--- config.mk ---
export PLATFORM = sky130hd
export DESIGN_NAME = fifo_axis_reader
export DESIGN_NICKNAME = d
export VERILOG_FILES = /design/src/rtl/fifo_axis_reader_pkg.sv /design/src/rtl/fifo_axis_reader_skid.sv /design/src/rtl/fifo_axis_reader.sv
export SDC_FILE = /design/constraint.sdc
export NUM_CORES = 1
export LEC_CHECK = 0
export CAP_MARGIN = 15
export CORE_ASPECT_RATIO = 1.2
export CORE_MARGIN = 3
export CORE_UTILIZATION = 55
export DETAILED_ROUTE_END_ITERATION = 10
export GPL_TIMING_DRIVEN = 0
export PLACE_DENSITY = 0.79
export SLEW_MARGIN = 15
export SYNTH_ARGS = -nofsm -noshare
export SYNTH_HDL_FRONTEND = slang
export SYNTH_HIERARCHICAL = 1
export SYNTH_SLANG_ARGS = --single-unit
export TNS_END_PERCENT = 50
--- constraint.sdc ---
create_clock -name CLK -period 5.05 [get_ports CLK]
set_input_delay 0.505 -clock CLK [delete_from_list [all_inputs] [get_ports CLK]]
set_output_delay 0.505 -clock CLK [all_outputs]
set_load 0.005 [all_outputs]
--- src/rtl/fifo_axis_reader_pkg.sv ---
// Shared types for the FIFO-to-AXI4-Stream reader: FSM state encoding and the
// {last, data} entry layout held in the output skid buffer.
package fifo_axis_reader_pkg;

  localparam int DATA_WIDTH_DEF = 32;

  typedef enum logic [1:0] {
    IDLE = 2'd0,
    RUN  = 2'd1,
    FIN  = 2'd2
  } fsm_state_t;

  typedef struct packed {
    logic                      last;
    logic [DATA_WIDTH_DEF-1:0] data;
  } buf_entry_t;

endpackage

--- src/rtl/fifo_axis_reader_skid.sv ---
// Two-entry output buffer: pushes land at the tail, the head drives the
// stream and leaves on a TVALID & TREADY handshake.
module axis_skid_buf
  import fifo_axis_reader_pkg::*;
#(
  parameter int DATA_WIDTH = DATA_WIDTH_DEF
) (
  input  logic                  clk,
  input  logic                  rst,
  input  logic                  push,
  input  logic [DATA_WIDTH-1:0] data_in,
  input  logic                  last_in,
  output logic [1:0]            occ,
  output logic                  tvalid,
  input  logic                  tready,
  output logic [DATA_WIDTH-1:0] tdata,
  output logic                  tlast
);

  logic [DATA_WIDTH:0] ent0_q, ent0_d;
  logic [DATA_WIDTH:0] ent1_q, ent1_d;
  logic [1:0]          occ_q, occ_d;
  logic [DATA_WIDTH:0] in_w;
  logic                pop;

  assign in_w = {last_in, data_in};
  assign pop  = (occ_q != 2'd0) && tready;

  always_comb begin
    ent0_d = ent0_q;
    ent1_d = ent1_q;
    occ_d  = occ_q;
    case (occ_q)
      2'd0: begin
        if (push) begin
          ent0_d = in_w;
          occ_d  = 2'd1;
        end
      end
      2'd1: begin
        if (push && pop) begin
          ent0_d = in_w;
        end else if (push) begin
          ent1_d = in_w;
          occ_d  = 2'd2;
        end else if (pop) begin
          occ_d = 2'd0;
        end
      end
      2'd2: begin
        // Full: the reader never pushes here, so only a pop can move the queue.
        if (pop) begin
          ent0_d = ent1_q;
          if (push) begin
            ent1_d = in_w;
          end else begin
            occ_d = 2'd1;
          end
        end
      end
      default: occ_d = 2'd0;
    endcase
  end

  always_ff @(posedge clk or posedge rst) begin
    if (rst) begin
      ent0_q <= '0;
      ent1_q <= '0;
      occ_q  <= 2'd0;
    end else begin
      ent0_q <= ent0_d;
      ent1_q <= ent1_d;
      occ_q  <= occ_d;
    end
  end

  assign occ    = occ_q;
  assign tvalid = (occ_q != 2'd0);
  assign tdata  = ent0_q[DATA_WIDTH-1:0];
  assign tlast  = ent0_q[DATA_WIDTH];

endmodule

--- src/rtl/fifo_axis_reader.sv ---
// Drains a show-ahead FIFO into one AXI4-Stream packet of a programmed length,
// marking the final beat with TLAST and pulsing DONE when it has been accepted.
module fifo_axis_reader
  import fifo_axis_reader_pkg::*;
#(
  parameter int DATA_WIDTH = DATA_WIDTH_DEF,
  parameter int LEN_WIDTH  = 16
) (
  input  logic                  CLK,
  input  logic                  RESET,
  input  logic                  START,
  input  logic [LEN_WIDTH-1:0]  LEN,
  output logic                  BUSY,
  output logic                  DONE,
  output logic                  FIFO_RD_CMD,
  input  logic [DATA_WIDTH-1:0] FIFO_RD_DATA,
  input  logic                  FIFO_EMPTY,
  output logic [DATA_WIDTH-1:0] M_AXIS_TDATA,
  output logic                  M_AXIS_TVALID,
  output logic                  M_AXIS_TLAST,
  input  logic                  M_AXIS_TREADY
);

  localparam logic [LEN_WIDTH-1:0] ONE = LEN_WIDTH'(1);

  fsm_state_t           state_q, state_d;
  logic [LEN_WIDTH-1:0] len_q, len_d;
  logic [LEN_WIDTH-1:0] pop_cnt_q, pop_cnt_d;
  logic [LEN_WIDTH-1:0] beat_cnt_q, beat_cnt_d;
  logic [1:0]           occ;
  logic                 rd_cmd;
  logic                 last_in;
  logic                 hs;

  // Pop decision uses only registered state and the FIFO flag, never TREADY.
  assign rd_cmd  = (state_q == RUN) && !FIFO_EMPTY && (pop_cnt_q != len_q) && (occ != 2'd2);
  assign last_in = (len_q != '0) && (pop_cnt_q == len_q - ONE);
  assign hs      = M_AXIS_TVALID && M_AXIS_TREADY;

  always_comb begin
    state_d    = state_q;
    len_d      = len_q;
    pop_cnt_d  = pop_cnt_q;
    beat_cnt_d = beat_cnt_q;
    case (state_q)
      IDLE: begin
        if (START) begin
          len_d      = LEN;
          pop_cnt_d  = '0;
          beat_cnt_d = '0;
          state_d    = (LEN != '0) ? RUN : FIN;
        end
      end
      RUN: begin
        if (rd_cmd) begin
          pop_cnt_d = pop_cnt_q + ONE;
        end
        if (hs) begin
          beat_cnt_d = beat_cnt_q + ONE;
          if (beat_cnt_q == len_q - ONE) begin
            state_d = FIN;
          end
        end
      end
      FIN:     state_d = IDLE;
      default: state_d = IDLE;
    endcase
  end

  always_ff @(posedge CLK or posedge RESET) begin
    if (RESET) begin
      state_q    <= IDLE;
      len_q      <= '0;
      pop_cnt_q  <= '0;
      beat_cnt_q <= '0;
    end else begin
      state_q    <= state_d;
      len_q      <= len_d;
      pop_cnt_q  <= pop_cnt_d;
      beat_cnt_q <= beat_cnt_d;
    end
  end

  assign FIFO_RD_CMD = rd_cmd;
  assign BUSY        = (state_q != IDLE);
  assign DONE        = (state_q == FIN);

  axis_skid_buf #(
    .DATA_WIDTH(DATA_WIDTH)
  ) u_skid (
    .clk    (CLK),
    .rst    (RESET),
    .push   (rd_cmd),
    .data_in(FIFO_RD_DATA),
    .last_in(last_in),
    .occ    (occ),
    .tvalid (M_AXIS_TVALID),
    .tready (M_AXIS_TREADY),
    .tdata  (M_AXIS_TDATA),
    .tlast  (M_AXIS_TLAST)
  );

endmodule

==> flow_summary.toml <==
[logic_synthesis]
synth_top_area_frac = 0.444
syn_area_sq_mm = 0.00666
syn_area_per_cell_sq_um = 11.2
synth_most_common_cell = "dfrtp_1"
synth_seq_cells = 118
synth_seq_area_share = 0.444
synth_warnings = 6
netlist-cell-type-count = 63
yosys.area.top_type = "dfrtp_1"
yosys.area_share.simple = 0.156
syn_nets = 652
async_flop_share = 1.00
syn_inst = 596
synthTopCellsByCount = "dfrtp_1, nand2_1, mux2_2"
synth_compound_area_frac = 0.0633
synth_edf_count = 0
synth-adder-area-share = 0.00564
ys.flop_type = "dfrtp_1"
synthTopCellsByArea = "dfrtp_1, mux2_4, mux2_2"
synth.area.mux_share = 0.196
synth_top_family_by_area = "multiplexers"
synthXorXnorAreaFrac = 0.0895

[worst_hold_path]
hold_path.class = "input port to async pin"

[setup_path]
rrSetupSlack_ps = 1800
worstSetupPathType = "register to output port"
endpoint_kind = "output port"
required_ps = 4550
worstSetupStartpointType = "register"
worstPathMaxFanout = 10
arrival_ps = 3100

[pwr]
internal_power_w = 0.00308
p_comb_frac = 0.352
p_leak_nw = 3.60
pwr-share-clk = 0.298
power_density_mw_per_mm2 = 509
seq_power_share = 0.350
switching_share = 0.283
p_switching_w = 0.00121
vdd_drop_max_v = 0.000347

[clock_network]
cts_max_level = 4
postCtsHoldBufs = 0
cts_num_sinks = 118
clk-insertion-delay-late_ps = 420
clk_path_buf_depth = 2
clkTransAtPathRegs_ps = 50
cts_repair_resize_count = 0
cts_tree = "done"
cts_made_buffers = 17
clock-root-buffer = "clkbuf_16"
cts_setup_buffers = 0

[routing]
vias = 4862
wl_um = 15900
drt_iter0_markers = 259
avgRoutedWirePerCell_um = 18.1
antenna_left = 0
drt_first_pass_iters = 6
viasPerCell = 5.56
drc = 0

[status]
outcome = "complete, no violations"

[timing]
drv_slew = 0
rsz0062_at_grt = "no"
timing.hold.ws_ps = 406
setup_tns_ps = 0
period_needed_ps = 3600
worst_slew_pin_slew_ps = 831
slew_headroom = 0.445
finalSetupViolCount = 0
clock_skew_ps = 9.85
hold_viol_final = 0
finalCritPeriodShare = 0.713
timing.fmax_ghz = 0.278

[grt]
grt_overflow = 0
grt_pass1_wl_um = 26600
grt_pass1_vias = 5258
grt_max_degree = 54
grt_usage = 0.252
antenna_found_initial = 0

[cells_and_area]
final_layout_size_suffix_gt1_frac = 0.230
fill_cells = 839
layout-area-overhead-vs-synth_pct = 26.7
nets = 762
n_antenna_cell = 0

[floorplan]
dieWidth_um = 106
num_rows = 43
dieArea_sq_mm = 0.0135
fp.dieH_um = 127
core_sq_mm = 0.0117
num_io_pins = 90
initial_core_util = 0.570

[placed_design]
dp_hpwl_um = 11600
io_buffer_count = 89
gp_congestion = 0.923

[flow_run]
maxCapViolCount = 0
==> worst paths after layout <==
path                            cells past startpoint                            end                     startpoint
worst max-delay path                                7                    FIFO_RD_CMD           len_q[7]$_DFFE_PP0P_
max in group asynchronous                           3           len_q[6]$_DFFE_PP0P_                          RESET
worst min register to register                      1  u_skid/ent1_q[32]$_DFFE_PP0P_  u_skid/ent1_q[32]$_DFFE_PP0P_
worst max register to register                     10  u_skid/ent0_q[30]$_DFFE_PP0P_           len_q[7]$_DFFE_PP0P_
min in group CLK                                    1  u_skid/ent1_q[32]$_DFFE_PP0P_  u_skid/ent1_q[32]$_DFFE_PP0P_
worst min-delay path                                2   u_skid/ent1_q[3]$_DFFE_PP0P_                          RESET
==> registers in the layout (all words and copies together), names as in the netlist <==
| name | count |
|---|---|
| beat_cnt_q | 16 |
| pop_cnt_q | 16 |
| u_skid/occ | 2 |
| u_skid/ent0_q | 33 |
| u_skid/ent1_q | 33 |
| state_q | 2 |
| len_q | 16 |
==> power by group through the flow <==
stage | Combinational, W | Clock, W | Sequential (W)
CTS | 0.00153 | 0.00130 | 0.00150
global placement | 0.00147 | 0 | 0.00149
floorplan | 0.00100 | 0 | 0.00146
global route | 0.00163 | 0.00134 | 0.00155
finish | 0.00151 | 0.00128 | 0.00150
detailed placement | 0.00151 | 0 | 0.00150
==> final cells by class <==
cell class	count	area, sq um	area share
timing repair buffer	91	946	0.112
multi-input combinational	436	3400	0.404
clock buffer	19	453	0.0537
clock inverter	12	176	0.0209
tap	157	196	0.0233
buffer	31	259	0.0307
sequential	118	2950	0.350
inverter	11	43.8	0.00519
==> per-stage QoR <==
| step | instance area, sq um | worst slack [ps] | instances | util | total power [W] |
|---|---|---|---|---|---|
| after detailed placement | 7800 | 1790 | 844 | 0.668 | 0.00302 |
| after global placement | 7740 | 1690 | 842 | 0.663 | 0.00295 |
| after global routing | 8430 | 1340 | 875 | 0.722 | 0.00452 |
| after CTS | 8430 | 1440 | 875 | 0.722 | 0.00433 |
| final | 8430 | 1450 | 875 | 0.722 | 0.00429 |
| after floorplan | 6660 | 2310 | 596 | - | 0.00247 |
==> placed cells by master, fill, tap and decap left out, types with 4 or more instances in the layout <==
| cell type | netlist | layout |
|---|---|---|
| dfrtp_1 | 118 | 118 |
| nand4_1 | 6 | 6 |
| nor2b_1 | 7 | 7 |
| or3_1 | 5 | 5 |
| xor2_1 | 27 | 27 |
| nor3b_1 | 4 | 4 |
| nand2_1 | 73 | 73 |
| nand2b_1 | 6 | 6 |
| o21ai_0 | 19 | 19 |
| and3_1 | 5 | 5 |
| buf_8 | 6 | 6 |
| nor3_1 | 10 | 10 |
| nand3_1 | 16 | 16 |
| mux2_2 | 52 | 52 |
| mux2_4 | 46 | 46 |
| bufinv_16 | 0 | 4 |
| clkbuf_1 | 15 | 15 |
| clkdlybuf4s50_1 | 0 | 89 |
| a21oi_1 | 11 | 11 |
| nor2_1 | 38 | 38 |
| nor4_1 | 9 | 9 |
| clkbuf_16 | 0 | 17 |
| xnor2_1 | 41 | 41 |
| inv_1 | 10 | 8 |
==> layer usage <==
metal	vias to the layer above	track usage	routed length, um
met5	-	0	0
met1	2379	0.272	6090
met4	0	0.135	718
li1	2292	-	-
met3	39	0.0763	987
met2	152	0.439	8060
==> logic make-up (layout without fill, tap and decap cells) <==
kind of cell | after synthesis | in the layout
xor gates and xnor gates | 68 | 68
and+or+nand+nor | 203 | 203
AOI/OAI and AO/OA | 61 | 61
buffers and inverters | 42 | 164
adders and majority gates | 3 | 3
DFF | 118 | 118
muxes | 101 | 101
==> worst max-delay path: stages (launching register included) <==
cell	delay (ps)
dfrtp_1	320
clkbuf_1	520
xor2_1	170
or4_1	570
o21ai_2	260
buf_2	280
inv_2	90
clkdlybuf4s50_1	480
(Power assumes the default switching activity.)
